## src/rtl/uart_loader.sv

```systemverilog
// uart_loader: UART-polling boot loader. Parses SYNC-framed LOAD/JUMP
// packets and writes the payload to memory as byte-masked 32-bit words.
// Ports: i_clock, i_reset (async, active-low), i_enable (run/idle);
//   o_uart_request/rw/address, i_uart_rdata/ready: read-only UART master
//     (address 1 = status, bit0 = rx available; address 0 = rx pop);
//   o_mem_request/rw/address/wdata/wmask, i_mem_ready: word write master;
//   o_busy, o_done (pulse), o_error (sticky until next SYNC);
//   o_jump_valid (pulse), o_jump_address (held): CPU release.
// Build option: define UART_LOADER_CHECKSUM_EN for a trailing sum byte.
module uart_loader #(
    parameter logic [7:0]  SYNC_BYTE  = 8'hA5,
    parameter logic [15:0] MAX_LENGTH = 16'd65535
) (
    input  logic        i_clock,
    input  logic        i_reset,
    input  logic        i_enable,
    output logic        o_uart_request,
    output logic        o_uart_rw,
    output logic [1:0]  o_uart_address,
    input  logic [31:0] i_uart_rdata,
    input  logic        i_uart_ready,
    output logic        o_mem_request,
    output logic        o_mem_rw,
    output logic [31:0] o_mem_address,
    output logic [31:0] o_mem_wdata,
    output logic [3:0]  o_mem_wmask,
    input  logic        i_mem_ready,
    output logic        o_busy,
    output logic        o_done,
    output logic        o_error,
    output logic        o_jump_valid,
    output logic [31:0] o_jump_address
);

    localparam logic [7:0] CMD_LOAD = 8'h01;
    localparam logic [7:0] CMD_JUMP = 8'h02;

    typedef enum logic [1:0] {F_STATUS, F_DATA, F_WRITE} fetch_t;
`ifdef UART_LOADER_CHECKSUM_EN
    typedef enum logic [2:0] {
        P_SYNC, P_CMD, P_ADDR, P_LEN, P_DATA, P_SUM
    } parse_t;
    localparam parse_t P_END = P_SUM;
`else
    typedef enum logic [2:0] {
        P_SYNC, P_CMD, P_ADDR, P_LEN, P_DATA
    } parse_t;
    localparam parse_t P_END = P_SYNC;
`endif

    fetch_t f_state, f_next;
    parse_t p_state, p_next;

    logic [31:0] ld_addr;
    logic [29:0] waddr;
    logic [7:0]  len_lo;
    logic [15:0] remain;
    logic [31:0] wbuf;
    logic [3:0]  wmask;
    logic [1:0]  lane;
    logic [1:0]  cnt;
    logic        is_jump;
    logic        mem_rw_q;
`ifdef UART_LOADER_CHECKSUM_EN
    logic [7:0]  sum;
`endif

    logic        uart_done, mem_done, byte_valid, uart_issue;
    logic [7:0]  rx;
    logic [15:0] len_full;
    logic [31:0] buf_next;
    logic [3:0]  mask_next;
    logic        last, flush, bad_cmd, bad_len, abort;
    logic        frame_end, jump_end, done_set;
    logic        unused_rdata;

    assign rx           = i_uart_rdata[7:0];
    assign unused_rdata = ^i_uart_rdata[31:8];
    assign uart_done    = o_uart_request & i_uart_ready;
    assign mem_done     = o_mem_request & i_mem_ready;
    assign byte_valid   = uart_done & (f_state == F_DATA);
    // Only raising from an idle request guarantees one idle cycle
    // between consecutive UART cycles.
    assign uart_issue   = i_enable & ~o_uart_request
                        & (f_state != F_WRITE);
    assign len_full     = {rx, len_lo};
    assign last         = (remain == 16'd1);
    assign flush        = byte_valid & (p_state == P_DATA)
                        & ((lane == 2'd3) | last);
    assign bad_cmd      = (p_state == P_CMD) & (rx != CMD_LOAD)
                        & (rx != CMD_JUMP);
    assign bad_len      = (p_state == P_LEN) & (cnt == 2'd1)
                        & (len_full > MAX_LENGTH);
    assign abort        = byte_valid & (bad_cmd | bad_len);
    assign frame_end    = byte_valid & (p_state != P_SYNC)
                        & (p_next == P_SYNC);
    assign jump_end     = byte_valid & (p_state == P_ADDR)
                        & (cnt == 2'd3) & is_jump;
    assign done_set     = frame_end & ~abort;
    assign o_uart_rw    = 1'b0;
    // Write-only master; low only while in reset.
    assign o_mem_rw     = mem_rw_q;

    always_comb begin
        buf_next = wbuf;
        buf_next[{lane, 3'b000} +: 8] = rx;
        mask_next = wmask | (4'b0001 << lane);
    end

    always_comb begin
        f_next = f_state;
        unique case (f_state)
            F_STATUS: if (uart_done && i_uart_rdata[0]) f_next = F_DATA;
            F_DATA:   if (uart_done) f_next = flush ? F_WRITE : F_STATUS;
            F_WRITE:  if (mem_done) f_next = F_STATUS;
            default:  f_next = F_STATUS;
        endcase
    end

    always_comb begin
        p_next = p_state;
        if (byte_valid) begin
            unique case (p_state)
                P_SYNC: if (rx == SYNC_BYTE) p_next = P_CMD;
                P_CMD:  p_next = bad_cmd ? P_SYNC : P_ADDR;
                P_ADDR: if (cnt == 2'd3) p_next = is_jump ? P_SYNC : P_LEN;
                P_LEN: begin
                    if (cnt == 2'd1) begin
                        if (bad_len)                 p_next = P_SYNC;
                        else if (len_full == 16'd0)  p_next = P_END;
                        else                         p_next = P_DATA;
                    end
                end
                P_DATA: if (last) p_next = P_END;
`ifdef UART_LOADER_CHECKSUM_EN
                P_SUM:  p_next = P_SYNC;
`endif
                default: p_next = P_SYNC;
            endcase
        end
    end

    always_ff @(posedge i_clock or negedge i_reset) begin
        if (!i_reset) begin
            f_state <= F_STATUS;
            p_state <= P_SYNC;
        end else begin
            f_state <= f_next;
            p_state <= p_next;
        end
    end

    always_ff @(posedge i_clock or negedge i_reset) begin
        if (!i_reset) begin
            o_uart_request <= 1'b0;
            o_uart_address <= 2'd0;
        end else if (uart_done) begin
            o_uart_request <= 1'b0;
        end else if (uart_issue) begin
            o_uart_request <= 1'b1;
            o_uart_address <= (f_state == F_STATUS) ? 2'd1 : 2'd0;
        end
    end

    always_ff @(posedge i_clock or negedge i_reset) begin
        if (!i_reset) begin
            ld_addr        <= '0;
            waddr          <= '0;
            len_lo         <= '0;
            remain         <= '0;
            wbuf           <= '0;
            wmask          <= '0;
            lane           <= '0;
            cnt            <= '0;
            is_jump        <= 1'b0;
            mem_rw_q       <= 1'b0;
`ifdef UART_LOADER_CHECKSUM_EN
            sum            <= '0;
`endif
            o_mem_request  <= 1'b0;
            o_mem_address  <= '0;
            o_mem_wdata    <= '0;
            o_mem_wmask    <= '0;
            o_busy         <= 1'b0;
            o_done         <= 1'b0;
            o_error        <= 1'b0;
            o_jump_valid   <= 1'b0;
            o_jump_address <= '0;
        end else begin
            mem_rw_q     <= 1'b1;
            o_done       <= done_set;
            o_jump_valid <= jump_end;
            if (byte_valid) begin
                unique case (p_state)
                    P_SYNC: begin
                        if (rx == SYNC_BYTE) begin
                            o_error <= 1'b0;
                            o_busy  <= 1'b1;
                        end
                    end
                    P_CMD: begin
                        is_jump <= (rx == CMD_JUMP);
                        cnt     <= 2'd0;
                    end
                    P_ADDR: begin
                        ld_addr[{cnt, 3'b000} +: 8] <= rx;
                        cnt <= cnt + 2'd1;
                    end
                    P_LEN: begin
                        len_lo <= rx;
                        cnt    <= cnt + 2'd1;
                        remain <= len_full;
                        lane   <= ld_addr[1:0];
                        waddr  <= ld_addr[31:2];
                        wbuf   <= '0;
                        wmask  <= '0;
`ifdef UART_LOADER_CHECKSUM_EN
                        sum    <= '0;
`endif
                    end
                    P_DATA: begin
                        remain <= remain - 16'd1;
                        lane   <= lane + 2'd1;
`ifdef UART_LOADER_CHECKSUM_EN
                        sum    <= sum + rx;
`endif
                        if (flush) begin
                            wbuf  <= '0;
                            wmask <= '0;
                            waddr <= waddr + 30'd1;
                        end else begin
                            wbuf  <= buf_next;
                            wmask <= mask_next;
                        end
                    end
`ifdef UART_LOADER_CHECKSUM_EN
                    P_SUM: if (rx != sum) o_error <= 1'b1;
`endif
                    default: ;
                endcase
                if (abort)     o_error <= 1'b1;
                if (frame_end) o_busy  <= 1'b0;
            end
            if (jump_end) o_jump_address <= {rx, ld_addr[23:0]};
            if (flush) begin
                o_mem_request <= 1'b1;
                o_mem_address <= {waddr, 2'b00};
                o_mem_wdata   <= buf_next;
                o_mem_wmask   <= mask_next;
            end else if (mem_done) begin
                o_mem_request <= 1'b0;
            end
        end
    end

endmodule
```

## config.mk

```make
export PLATFORM = sky130hd
export DESIGN_NAME = uart_loader
export DESIGN_NICKNAME = d
export VERILOG_FILES = /design/src/rtl/uart_loader.sv
export SDC_FILE = /design/constraint.sdc
export NUM_CORES = 1
export LEC_CHECK = 0
export BUFFER_PORTS_ARGS = -buffer_cell sky130_fd_sc_hd__buf_2
export CORE_ASPECT_RATIO = 2
export CORE_MARGIN = 1
export CORE_UTILIZATION = 50
export DETAILED_ROUTE_END_ITERATION = 8
export HOLD_SLACK_MARGIN = 0.08
export PLACE_DENSITY = 0.71
export SLEW_MARGIN = 0
export SYNTH_ARGS = -nofsm -noshare
export SYNTH_HDL_FRONTEND = slang
export SYNTH_SLANG_ARGS = --single-unit
```

## constraint.sdc

```tcl
create_clock -name i_clock -period 3.04 [get_ports i_clock]
set_input_delay 0.304 -clock i_clock [delete_from_list [all_inputs] [get_ports i_clock]]
set_output_delay 0.304 -clock i_clock [all_outputs]
set_load 0.1 [all_outputs]
```

==> summary.md, run 1 <==
| Metric | Value |
|---|---|
| Outcome | `finished, final reports clean` |
| Least-Margin Pin Slew | `1.19 ns` |
| Worst-path clk slew | `roughly 0.070 ns` |
| Starting density of the core | `roughly half` |
| Row cnt | `76` |
| Asr flop ratio synth | `100%` |
| Syn Area/Cell | `10.3 um^2` |
| Post-synth EDFFs | `0` |
| CTS tree | `done` |
| Synth top area share | `between 50% and 60%` |
| I/O Buffers | `118` |
| Clk sinks | `between 200 and 250` |
| Sequential Power Share | `between 40% and 50%` |
| Final ANT Viol Nets | `0` |
| Final clock skew | `between 0.01 and 0.015 ns` |
| Worst Path Arrival | `roughly 3.2 ns` |
| Min-Delay Path Depth | `3` |
| Syn Inst Count | `between 1k and 1.5k` |
| Mapped cell area | `0.0111 mm^2` |
| Post-synth cell types | `slightly below 70` |
| 1st-pass router iterations | `6` |
| DRC errors left | `0` |
| FF-to-FF setup slack | `around 0.25 ns` |
| Final instance area | `~0.013 mm^2` |
| Fmax | `approximately 360 MHz` |
| Register area share after synthesis | `between 50% and 60%` |
| Cell Chain, Critical Path | `inv_1 > ha_1 > nor3b_1 > and4_1 > o21ai_4 > buf_4 > o21ai_0` |
| Core Util, Final | `between 50 and 60%` |
| #FFs+latches synth | `about 240` |
| Worst R2R Path Depth | `7` |
| Wire per inst | `roughly 19 um` |
| Hold crit path type | `in -> reg` |
| Critical path launch point | `remain[1]$_DFFE_PN0P_` |
| Min Tclk post-route | `between 2 and 3 ns` |
| Final Hold Fails | `0` |
| Worst skew pair latency | `~0.52 ns` |
| Leak Pwr | `roughly 6.2 nW` |
| P per Cell Area | `slightly below 700 mW/mm^2` |
| Worst Path Required | `between 3 and 4 ns` |
| DIE WIDTH | `107 um` |
| Die area | `0.0228 mm^2` |
| RSZ-0062 raised after global routing | `false` |
| Comb power frac | `between 20% and 30%` |
| Delay of the slowest cell on the worst path | `0.91 ns` |
| Sw frac | `between 30% and 40%` |
| Layout Nets | `1251` |
| Root buf cell | `clkbuf_16` |
| Max-cap check violation count | `0` |
| DR vias/cell | `between 5 and 6` |
| CTS Buf Count | `22` |
| Setup TNS | `0 ns` |
| Dominant cell by count in the synthesized netlist | `dfrtp_1` |
| Synth warn | `0` |
| Share of layout cells above drive strength 1 | `between 20% and 30%` |
| Iter 0 DRT Violations | `518` |
| Max clock buf depth | `3` |
| Hpwl dp | `19100 um` |
| Type of the worst setup path | `reg -> reg` |
| Post-CTS Setup Bufs | `0` |
| Crit path max-delay family | `compound AO/OA/AOI/OAI gates` |
| Net switching power figure | `slightly below 0.003 W` |
| First-pass GRT wire length | `around 45000 um` |
| Crit path depth | `7` |
| Placeable Area | `~0.022 mm^2` |
| Largest cells by area after synthesis | `dfrtp_1 (54%), nand2_1 (6.4%), mux2_2 (5.9%)` |
| Layout area overhead | `15.6%` |
| Routed WL | `about 28000 um` |
| Largest net degree at the start of global routing | `slightly above 80` |
| CP max-delay cell | `o21ai_4` |
| CP max FO | `38` |
| Slew Viols, Final | `0` |
| Peak VDD IR | `0.444 mV` |
| Internal power | `0.00592 W` |
| Initial antenna violation count | `0` |
| Setup crit start kind | `flip-flop` |
| Top FF cell, synth | `dfrtp_1` |
| Ant diodes | `0` |
| Die Span Y | `213 um` |
| Worst path bufs/invs | `2` |
| Final setup vio count | `0` |
| Final Cycle Share | `slightly above 90%` |
| DR vias | `approximately 8.6k` |
| Htree depth | `1` |
| Global Route Usage Sum | `approximately a quarter` |
| Placed cell area | `around 0.012 mm^2` |
| Clock power share | `approximately a third` |
| R2R Path Start | `remain[1]$_DFFE_PN0P_` |
| Yosys top cell by area | `dfrtp_1` |
| Vias in the first global route | `around 8.7k` |
| Ports | `around 150` |
| # fillers | `between 1.5k and 2k` |
| Global route total overflow | `0` |
| Crit end category | `flip-flop` |
| Most frequent cells after synthesis | `dfrtp_1 (238), nand2_1 (190), o21ai_0 (95)` |
| Placer Congestion | `around 0.9` |
| RR Endpoint | `o_mem_wdata[24]$_DFFE_PN0P_` |
| Max transition margin | `roughly a fifth` |
| CP endpoint | `o_mem_wdata[24]$_DFFE_PN0P_` |
[cells by family (layout without fill, tap and decap cells)]
kind of cell	count (synthesis)	count (layout)	synth area share [%]
simple gates	377	377	16.8
compound gates	296	296	17.5
flops	238	238	53.7
buf+inv	87	214	3.58
mux	63	63	6.34
fa+ha+maj	17	17	1.92
other cells	2	5	0.0677
xor+xnor	1	1	0.0790
[power by group through the flow]
stage,Sequential (W),Clock (W),Combinational (W)
after floorplan,0.00401,0,0.00134
after global placement,0.00406,0,0.00193
after detailed placement,0.00407,0,0.00198
after CTS,0.00401,0.00288,0.00199
after global routing,0.00408,0.00297,0.00222
final,0.00402,0.00280,0.00198
[metal layers]
| layer | vias to the layer above | global-route usage, % | routed length [um] |
|---|---|---|---|
| met3 | 62 | 2.97 | 1200 |
| met1 | 4229 | 28.3 | 10200 |
| met4 | 0 | 11.3 | 979 |
| met5 | - | 0 | 0 |
| li1 | 4064 | - | - |
| met2 | 231 | 47.7 | 15300 |
[metrics by stage]
stage	setup slack, ns	hold slack (ns)	power [W]	std cells
after floorplan	0.534	0.00841	0.00535	1084
after global placement	0.281	0.323	0.00599	1442
after detailed placement	0.212	0.321	0.00605	1442
after CTS	0.211	0.233	0.00888	1484
after global routing	0.00634	0.256	0.00927	1484
final	0.251	0.240	0.00880	1484
[repair_timing]
item	4_1_cts	5_1_grt
resized for setup	0	0
endpoints found under the setup margin	0	0
hold endpoints to repair	79	0
hold buffers	4	0
[cell usage in the layout, fill, tap and decap left out, drive strengths merged, types with 15 or more instances in the layout]
| cell type | Yosys | routed |
|---|---|---|
| ha | 17 | 17 |
| buf | 35 | 156 |
| inv | 16 | 16 |
| a22o | 38 | 38 |
| nand3 | 26 | 26 |
| mux2 | 58 | 58 |
| a21oi | 74 | 74 |
| nor2b | 34 | 34 |
| dfrtp | 238 | 238 |
| clkbuf | 36 | 33 |
| nor2 | 42 | 42 |
| o21ai | 109 | 109 |
| nor3 | 15 | 15 |
| nand2 | 191 | 191 |
[worst min-delay path by stage]
| stage | startpoint | end |
|---|---|---|
| floorplan | i_reset | cnt[0]$_DFFE_PN0P_ |
| finish | i_uart_rdata[6] | ld_addr[22]$_DFFE_PN0P_ |
| detailed placement | i_reset | o_mem_rw$_DFF_PN0_ |
| global placement | i_reset | o_mem_rw$_DFF_PN0_ |
| global route | i_uart_rdata[6] | ld_addr[22]$_DFFE_PN0P_ |
| CTS | i_uart_rdata[2] | ld_addr[26]$_DFFE_PN0P_ |
[flip-flops by register name, indices dropped and copies added (netlist names)]
| name | cells |
|---|---|
| wmask | 4 |
| len_lo | 8 |
| ld_addr | 32 |
| f_state | 2 |
| o_mem_address | 30 |
| o_mem_wmask | 4 |
| o_jump_address | 32 |
| o_jump_valid | 1 |
| remain | 16 |
| o_busy | 1 |
| o_uart_request | 1 |
| o_done | 1 |
| o_mem_wdata | 32 |
| waddr | 30 |
| o_mem_request | 1 |
| cnt | 2 |
| o_error | 1 |
| o_mem_rw | 1 |
| p_state | 3 |
| is_jump | 1 |
| wbuf | 32 |
| o_uart_address | 1 |
| lane | 2 |
[worst min-delay path, stage by stage]
cell	delay, ns
buf_2	0.24
nand2_1	0.10
o21ai_0	0.06
[layout make-up]
cell class,count,area (um^2),area share (%)
sequential,238,5960,46.5
multi-input combinational,759,4760,37.2
timing repair buffer,160,963,7.52
clock buffer,33,673,5.25
tap,273,342,2.67
inverter,16,60.1,0.469
clock inverter,5,56.3,0.439
(Power assumes the default switching activity.)
==> run 2, diff against run 1 <==
--- a/config.mk
+++ b/config.mk
@@ -7,7 +7,7 @@
 export LEC_CHECK = 0
 export BUFFER_PORTS_ARGS = -buffer_cell sky130_fd_sc_hd__buf_2
 export CORE_ASPECT_RATIO = 2
-export CORE_MARGIN = 1
+export CORE_MARGIN = 3
 export CORE_UTILIZATION = 50
 export DETAILED_ROUTE_END_ITERATION = 8
 export HOLD_SLACK_MARGIN = 0.08
==> run 2 against run 1 <==
Die area rose by 5.7%. Via count rose by 0.45%. Core utilization down 0.20 points. Non-clock buffer count is 7 lower. Design area fell by 0.33%. Wire length is 0.94% higher. First-iteration DRC count is 16% lower. Critical endpoint is now o_mem_address[11]$_DFFE_PN0P_. Largest cell class unchanged.
==> summary.md, run 2 (synthesis results as in run 1) <==
| Metric | Value |
|---|---|
| Type of the worst setup path | `reg -> reg` |
| Met1 Resource Use GR | `25.9% (-2.4 points)` |
| Row cnt | `76 (unchanged)` |
| Hpwl dp | `19300 um (+0.78%)` |
| Wire per inst | `19.0 um (+1.6%)` |
| Hold crit path type | `in -> reg` |
| I/O Buffers | `118 (unchanged)` |
| Layout area overhead | `15.2%` |
| Worst-path clk slew | `0.07 ns (about the same)` |
| Layout Nets | `1243 (-0.64%)` |
| Clk sinks | `238 (unchanged)` |
| Fmax | `402 MHz (+12%)` |
| Leak Pwr | `6.15 nW (-0.69%)` |
| Hold-fix buffers at CTS | `4 (unchanged)` |
| Placer Congestion | `0.879 (-1.4%)` |
| Multi-input logic area | `0.00476 mm^2 (unchanged)` |
| DR vias/cell | `5.85 (+1.1%)` |
| # fillers | `1880 (unchanged)` |
| 1st-pass router iterations | `5 (-1)` |
| Post-CTS Setup Bufs | `0 (unchanged)` |
| Final Cycle Share | `81.8% (-10 points)` |
| Met3 Use GR | `2.12% (-0.85 points)` |
| Least-Margin Pin Slew | `0.830 ns (-0.361 ns)` |
| Largest net degree at the start of global routing | `71 (-12%)` |
| Final setup vio count | `0 (unchanged)` |
| CTS Buf Count | `21 (-4.5%)` |
| CP max FO | `70 (+84%)` |
| Starting density of the core | `51.1% (unchanged)` |
| Share of layout cells above drive strength 1 | `22.9% (-0.55 points)` |
| First-pass GRT wire length | `45400 um (+0.26%)` |
| CTS tree | `done` |
| Final clock skew | `0.0232 ns (+0.00880 ns)` |
| Storage element area | `0.00596 mm^2 (unchanged)` |
| Commonest cells after routing, fill and taps aside | `dfrtp_1 (238), nand2_1 (190), buf_2 (117)` |
| Initial antenna violation count | `0 (unchanged)` |
| Commonest non-fill, non-tap cell in the layout | `dfrtp_1` |
| Ant diodes | `0 (unchanged)` |
| Max clock buf depth | `3 (unchanged)` |
| Vias in the first global route | `8660 (-0.30%)` |
| DR vias | `8625 (+0.45%)` |
| Iter 0 DRT Violations | `436 (-16%)` |
| Placeable Area | `0.0217 mm^2 (unchanged)` |
| Met2 Use GR | `43.9% (-3.9 points)` |
| Max-cap check violation count | `0 (unchanged)` |
| Outcome | `finished, final reports clean` |
| Cts repair resizes | `0 (unchanged)` |
| Final ANT Viol Nets | `0 (unchanged)` |
| DRC errors left | `0 (unchanged)` |
| P per Cell Area | `693 mW/mm^2 (+0.89%)` |
| Peak VDD IR | `0.421 mV (-5.3%)` |
| Worst Path Required | `3.43 ns (about the same)` |
| Crit end category | `flip-flop` |
| Min Tclk post-route | `2.49 ns (-0.302 ns)` |
| Global route total overflow | `0 (unchanged)` |
| Final Hold Fails | `0 (unchanged)` |
| Worst skew pair latency | `0.52 ns (about the same)` |
| Htree depth | `1 (unchanged)` |
| Worst Path Arrival | `2.88 ns (-0.29 ns)` |
| RSZ-0062 raised after global routing | `false` |
| Setup TNS | `0 ns (unchanged)` |
| DIE WIDTH | `111 um (+3.7%)` |
| Most Crowded Layer GR | `met2` |
| Die Span Y | `217 um (+1.9%)` |
| Slew Viols, Final | `0 (unchanged)` |
| Total design power | `0.00885 W (+0.55%)` |
| Ports | `147 (unchanged)` |
| Global Route Usage Sum | `23.1% (-2.3 points)` |
| Max transition margin | `44.5% (+24 points)` |
| Setup crit start kind | `flip-flop` |
| Die area | `0.0241 mm^2 (+5.7%)` |
| Root buf cell | `clkbuf_16` |
| Routed WL | `28000 um (+0.94%)` |
==> run 2: changes by cell type in the layout (fill, tap and decap cells not counted), sizes merged <==
| cell | change |
|---|---|
| buf | -7 |
| clkinv | -2 |
| inv | +1 |
| bufinv | +3 |
| clkbuf | -6 |
| clkinvlp | +1 |
==> run 2: report_power, final <==
group / total (W) / internal, W / switching [W]
Combinational: 0.00195 / 0.000741 / 0.00121
Clock: 0.00287 / 0.00168 / 0.00119
Sequential: 0.00403 / 0.00354 / 0.000495
==> run 2: metrics by stage <==
stage	instances	util (%)	hold slack, ns	cell area (um^2)	worst slack, ns
2_1_floorplan	1084	-	0.00841	11100	0.534
5_1_grt	1474	58.9	0.223	12800	0.447
3_5_place_dp	1435	55.4	0.295	12000	0.586
6_report	1474	58.9	0.231	12800	0.553
3_3_place_gp	1435	55.4	0.291	12000	0.626
4_1_cts	1474	58.9	0.200	12800	0.557
==> run 2: critical path: stages, from the launching register on <==
cell,delay (ns)
dfrtp_1,0.47
ha_1,0.26
nor3b_1,0.14
and4_1,0.28
o21ai_4,0.15
buf_4,0.61
mux2_2,0.41
==> run 2: area by class of cell <==
| cell class | instances | area share (%) |
|---|---|---|
| clock buffer | 27 | 4.53 |
| clock inverter | 8 | 1.17 |
| inverter | 16 | 0.470 |
| multi-input combinational | 759 | 37.3 |
| sequential | 238 | 46.6 |
| tap | 273 | 2.67 |
| timing repair buffer | 153 | 7.23 |
==> run 2: path summary, 6_finish.rpt <==
path,start,cells after the start,endpoint,slack [ns]
worst max-delay path,remain[0]$_DFFE_PN0P_,6,o_mem_address[11]$_DFFE_PN0P_,0.55
worst min-delay path,i_uart_rdata[1],2,wbuf[25]$_DFFE_PN0P_,0.23
worst max register to register,remain[0]$_DFFE_PN0P_,6,o_mem_address[11]$_DFFE_PN0P_,0.55
worst min register to register,o_mem_wdata[28]$_DFFE_PN0P_,2,o_mem_wdata[28]$_DFFE_PN0P_,0.47
max in group asynchronous,i_reset,3,wbuf[21]$_DFFE_PN0P_,1.93
min in group asynchronous,i_reset,2,wbuf[11]$_DFFE_PN0P_,0.32
==> run 2: layer usage <==
metal	vias up	share of wire, %
li1	4056	-
met1	4246	37
met2	250	55
met3	73	3.8
met4	0	4.0
met5	-	0
==> run 3, diff against run 2 <==
--- a/config.mk
+++ b/config.mk
@@ -5,6 +5,7 @@
 export SDC_FILE = /design/constraint.sdc
 export NUM_CORES = 1
 export LEC_CHECK = 0
+export ABC_AREA = 1
 export BUFFER_PORTS_ARGS = -buffer_cell sky130_fd_sc_hd__buf_2
 export CORE_ASPECT_RATIO = 2
 export CORE_MARGIN = 3
==> constraint.sdc (replaced) <==
create_clock -name i_clock -period 2.4 [get_ports i_clock]
set_input_delay 0.24 -clock i_clock [delete_from_list [all_inputs] [get_ports i_clock]]
set_output_delay 0.24 -clock i_clock [all_outputs]
set_load 0.1 [all_outputs]
==> run 3 against run 2 <==
Non-clock buffer count decreased by 3. Die area increased by 2.8%. Design area increased by 3.3%. Worst hold slack got worse by 0.11 ns. Flip-flop and latch count unchanged. Wire length increased by 19%. Register-to-register slack got worse by 0.18 ns. First-iteration DRC count increased by 41%. Fmax increased by 23%. Power increased by 90%. Cell count increased by 24%. Critical endpoint is now waddr[18]$_DFFE_PN0P_. Largest cell class unchanged. Highest routed layer unchanged.
==> summary.md, run 3 <==
| Metric | Value |
|---|---|
| Placeable Area | `0.0223 mm^2 (+2.6%)` |
| Ports | `147 (unchanged)` |
| Layout Nets | `1590 (+28%)` |
| Share of layout cells above drive strength 1 | `13.1% (-9.8 points)` |
| Leak Pwr | `6.58 nW (+7.1%)` |
| RSZ-0062 raised after global routing | `false` |
| Final cell count without fillers | `1826 (+24%)` |
| Die Span Y | `220 um (+1.4%)` |
| Initial antenna violation count | `0 (unchanged)` |
| Setup TNS | `0 ns (unchanged)` |
| Final clock skew | `0.0199 ns (-0.00331 ns)` |
| Mapped cell area | `0.0114 mm^2 (+3.0%)` |
| Placed cell area | `0.0124 mm^2 (+3.1%)` |
| Min Tclk post-route | `2.03 ns (-0.462 ns)` |
| P per Cell Area | `1270 mW/mm^2 (+83%)` |
| Top FF cell, synth | `dfrtp_1` |
| FF-to-FF setup slack | `0.37 ns (-0.18 ns)` |
| CP max FO | `37 (-47%)` |
| CTS tree | `done` |
| Clk sinks | `238 (unchanged)` |
| Synth top area share | `52.2% (-1.5 points)` |
| Syn Area/Cell | `8.06 um^2 (-21%)` |
| Asr flop ratio synth | `100% (unchanged)` |
| CP max-delay cell | `dfrtp_1` |
| Global Route Usage Sum | `27.0% (+3.9 points)` |
| Type of the worst setup path | `reg -> reg` |
| Vias in the first global route | `9899 (+14%)` |
| Least-Margin Pin Slew | `0.576 ns (-0.254 ns)` |
| Final Cycle Share | `84.4% (+2.6 points)` |
| Hpwl dp | `24700 um (+28%)` |
| Largest cells by area after synthesis | `dfrtp_1 (52%), nand2_1 (12%), o21ai_0 (8.2%)` |
| CTS Buf Count | `22 (+4.8%)` |
| Peak VDD IR | `1.29 mV (+210%)` |
| Routed WL | `33200 um (+19%)` |
| Htree depth | `1 (unchanged)` |
| Placed cells | `1783 (+24%)` |
| Delay of the slowest cell on the worst path | `0.46 ns (-0.15 ns)` |
| #FFs+latches synth | `238 (unchanged)` |
| Crit end category | `flip-flop` |
| Worst skew pair latency | `0.52 ns (about the same)` |
| Wire per inst | `18.2 um (-4.3%)` |
| DR vias | `9879 (+15%)` |
| Syn Inst Count | `1417 (+31%)` |
| Root buf cell | `clkbuf_16` |
| Dominant cell by count in the synthesized netlist | `nand2_1` |
| Critical path launch point | `p_state[1]$_DFF_PN0_` |
| Yosys top cell by area | `dfrtp_1` |
| R2R Path Start | `p_state[1]$_DFF_PN0_` |
| Row cnt | `77 (+1.3%)` |
| Commonest non-fill, non-tap cell in the layout | `nand2_1` |
| Slew Viols, Final | `0 (unchanged)` |
| Worst R2R Path Depth | `9 (+3)` |
| Outcome | `finished, final reports clean` |
| Ant diodes | `0 (unchanged)` |
| DR vias/cell | `5.41 (-7.5%)` |
| Post-synth cell types | `37 (-46%)` |
| Starting density of the core | `51.3% (+0.16 points)` |
| Worst-path clk slew | `0.07 ns (about the same)` |
| Hold crit path type | `in -> reg` |
| Final ANT Viol Nets | `0 (unchanged)` |
| CP endpoint | `waddr[18]$_DFFE_PN0P_` |
| Final instance area | `0.0132 mm^2 (+3.3%)` |
| DIE WIDTH | `113 um (+1.4%)` |
| Max transition margin | `61.6% (+17 points)` |
| Post-synth EDFFs | `0 (unchanged)` |
| I/O Buffers | `118 (unchanged)` |
| Crit path max-delay family | `simple AND/OR/NAND/NOR gates` |
| Worst path bufs/invs | `1 (unchanged)` |
| First-pass GRT wire length | `52700 um (+16%)` |
| Commonest cells after routing, fill and taps aside | `nand2_1 (350), dfrtp_1 (238), o21ai_0 (186)` |
| Global route total overflow | `0 (unchanged)` |
| Multi-input logic area | `0.00450 mm^2 (-5.5%)` |
| Synth warn | `0 (unchanged)` |
| Max-cap check violation count | `0 (unchanged)` |
| RR Endpoint | `waddr[18]$_DFFE_PN0P_` |
| Register area share after synthesis | `52.2% (-1.5 points)` |
| Final setup vio count | `0 (unchanged)` |
| Setup crit start kind | `flip-flop` |
| 1st-pass router iterations | `5 (unchanged)` |
| Placer Congestion | `1.04 (+19%)` |
| Storage element area | `0.00596 mm^2 (unchanged)` |
| Fmax | `494 MHz (+23%)` |
| Most frequent cells after synthesis | `nand2_1 (350), dfrtp_1 (238), o21ai_0 (186)` |
| Die area | `0.0248 mm^2 (+2.8%)` |
| Iter 0 DRT Violations | `613 (+41%)` |
| Cell Chain, Critical Path | `nor2_2 > nand2_4 > nor2_8 > nor2_4 > inv_6 > nand2_4 > a21oi_1 > nand2_1 > nand2_1` |
| Max clock buf depth | `3 (unchanged)` |
| Worst Path Required | `2.86 ns (-0.57 ns)` |
| Post-CTS Setup Bufs | `0 (unchanged)` |
| Largest net degree at the start of global routing | `77 (+8.5%)` |
| DRC errors left | `0 (unchanged)` |
| Layout area overhead | `15.6%` |
| Crit path depth | `9 (+3)` |
| # fillers | `2021 (+7.5%)` |
| Worst Path Arrival | `2.48 ns (-0.40 ns)` |
| Final Hold Fails | `0 (unchanged)` |
-- run 3: layout make-up --
| class | count | share of cell area, % |
|---|---|---|
| clock buffer | 27 | 4.63 |
| clock inverter | 11 | 1.21 |
| inverter | 176 | 5.04 |
| multi-input combinational | 948 | 34.1 |
| sequential | 238 | 45.1 |
| tap | 276 | 2.62 |
| timing repair buffer | 150 | 7.23 |
-- run 3: where the power goes --
group,total [W],switching [W],internal [W],leakage (nW)
Clock,0.00378,0.00154,0.00224,0.377
Combinational,0.00732,0.00575,0.00157,3.23
Sequential,0.00568,0.000725,0.00495,2.97
Total,0.0168,0.00801,0.00876,6.58
-- run 3: worst min path at each step --
stage / to / slack [ns] / startpoint / depth (start not counted)
after floorplan: cnt[0]$_DFFE_PN0P_ / -0.06 / i_reset / 0
after global placement: o_mem_wdata[1]$_DFFE_PN0P_ / 0.20 / i_reset / 1
after detailed placement: o_mem_wdata[1]$_DFFE_PN0P_ / 0.21 / i_reset / 1
after CTS: f_state[0]$_DFFE_PN0P_ / 0.1 / i_uart_rdata[0] / 3
after global routing: f_state[0]$_DFFE_PN0P_ / 0.11 / i_uart_rdata[0] / 3
final: ld_addr[1]$_DFFE_PN0P_ / 0.12 / i_uart_rdata[1] / 3
-- run 3: repair_timing --
action / CTS / global route
gates resized for setup: 0 / 0
hold endpoints to repair: 69 / 0
hold buffers: 5 / 0
-- run 3: stage by stage --
stage,setup slack [ns],hold WS [ns],util [%],total power (W)
final,0.375,0.116,59.3,0.0168
after global routing,0.163,0.115,59.3,0.0177
after CTS,0.399,0.0962,59.3,0.0168
after detailed placement,0.410,0.206,55.6,0.0130
after global placement,0.478,0.201,55.6,0.0129
after floorplan,0.249,-0.0556,-,0.0112
-- run 3: cell families after synthesis --
group | Yosys count | synth area share, %
muxes | 1 | 0.0877
DFF | 238 | 52.2
other | 2 | 0.0658
xor gates and xnor gates | 3 | 0.230
adders and majority gates | 17 | 1.86
AOI/OAI and AO/OA | 308 | 14.5
and+or+nand+nor | 614 | 22.6
buffers and inverters | 234 | 8.46
-- run 3: routing by layer --
layer | part of all wire, % | global-route usage, % | wire [um]
met4 | 7.6 | 17.8 | 2520
met1 | 34 | 27.7 | 11400
met2 | 54 | 50.4 | 17800
met3 | 4.3 | 3.52 | 1430
met5 | 0 | 0 | 0
-- run 3: worst register-to-register path: stages, from the launching register on --
cell and delay (ns):
dfrtp_1 0.46, nor2_2 0.21, nand2_4 0.11, nor2_8 0.27, nor2_4 0.09, inv_6 0.24
nand2_4 0.25, a21oi_1 0.19, nand2_1 0.08, nand2_1 0.07
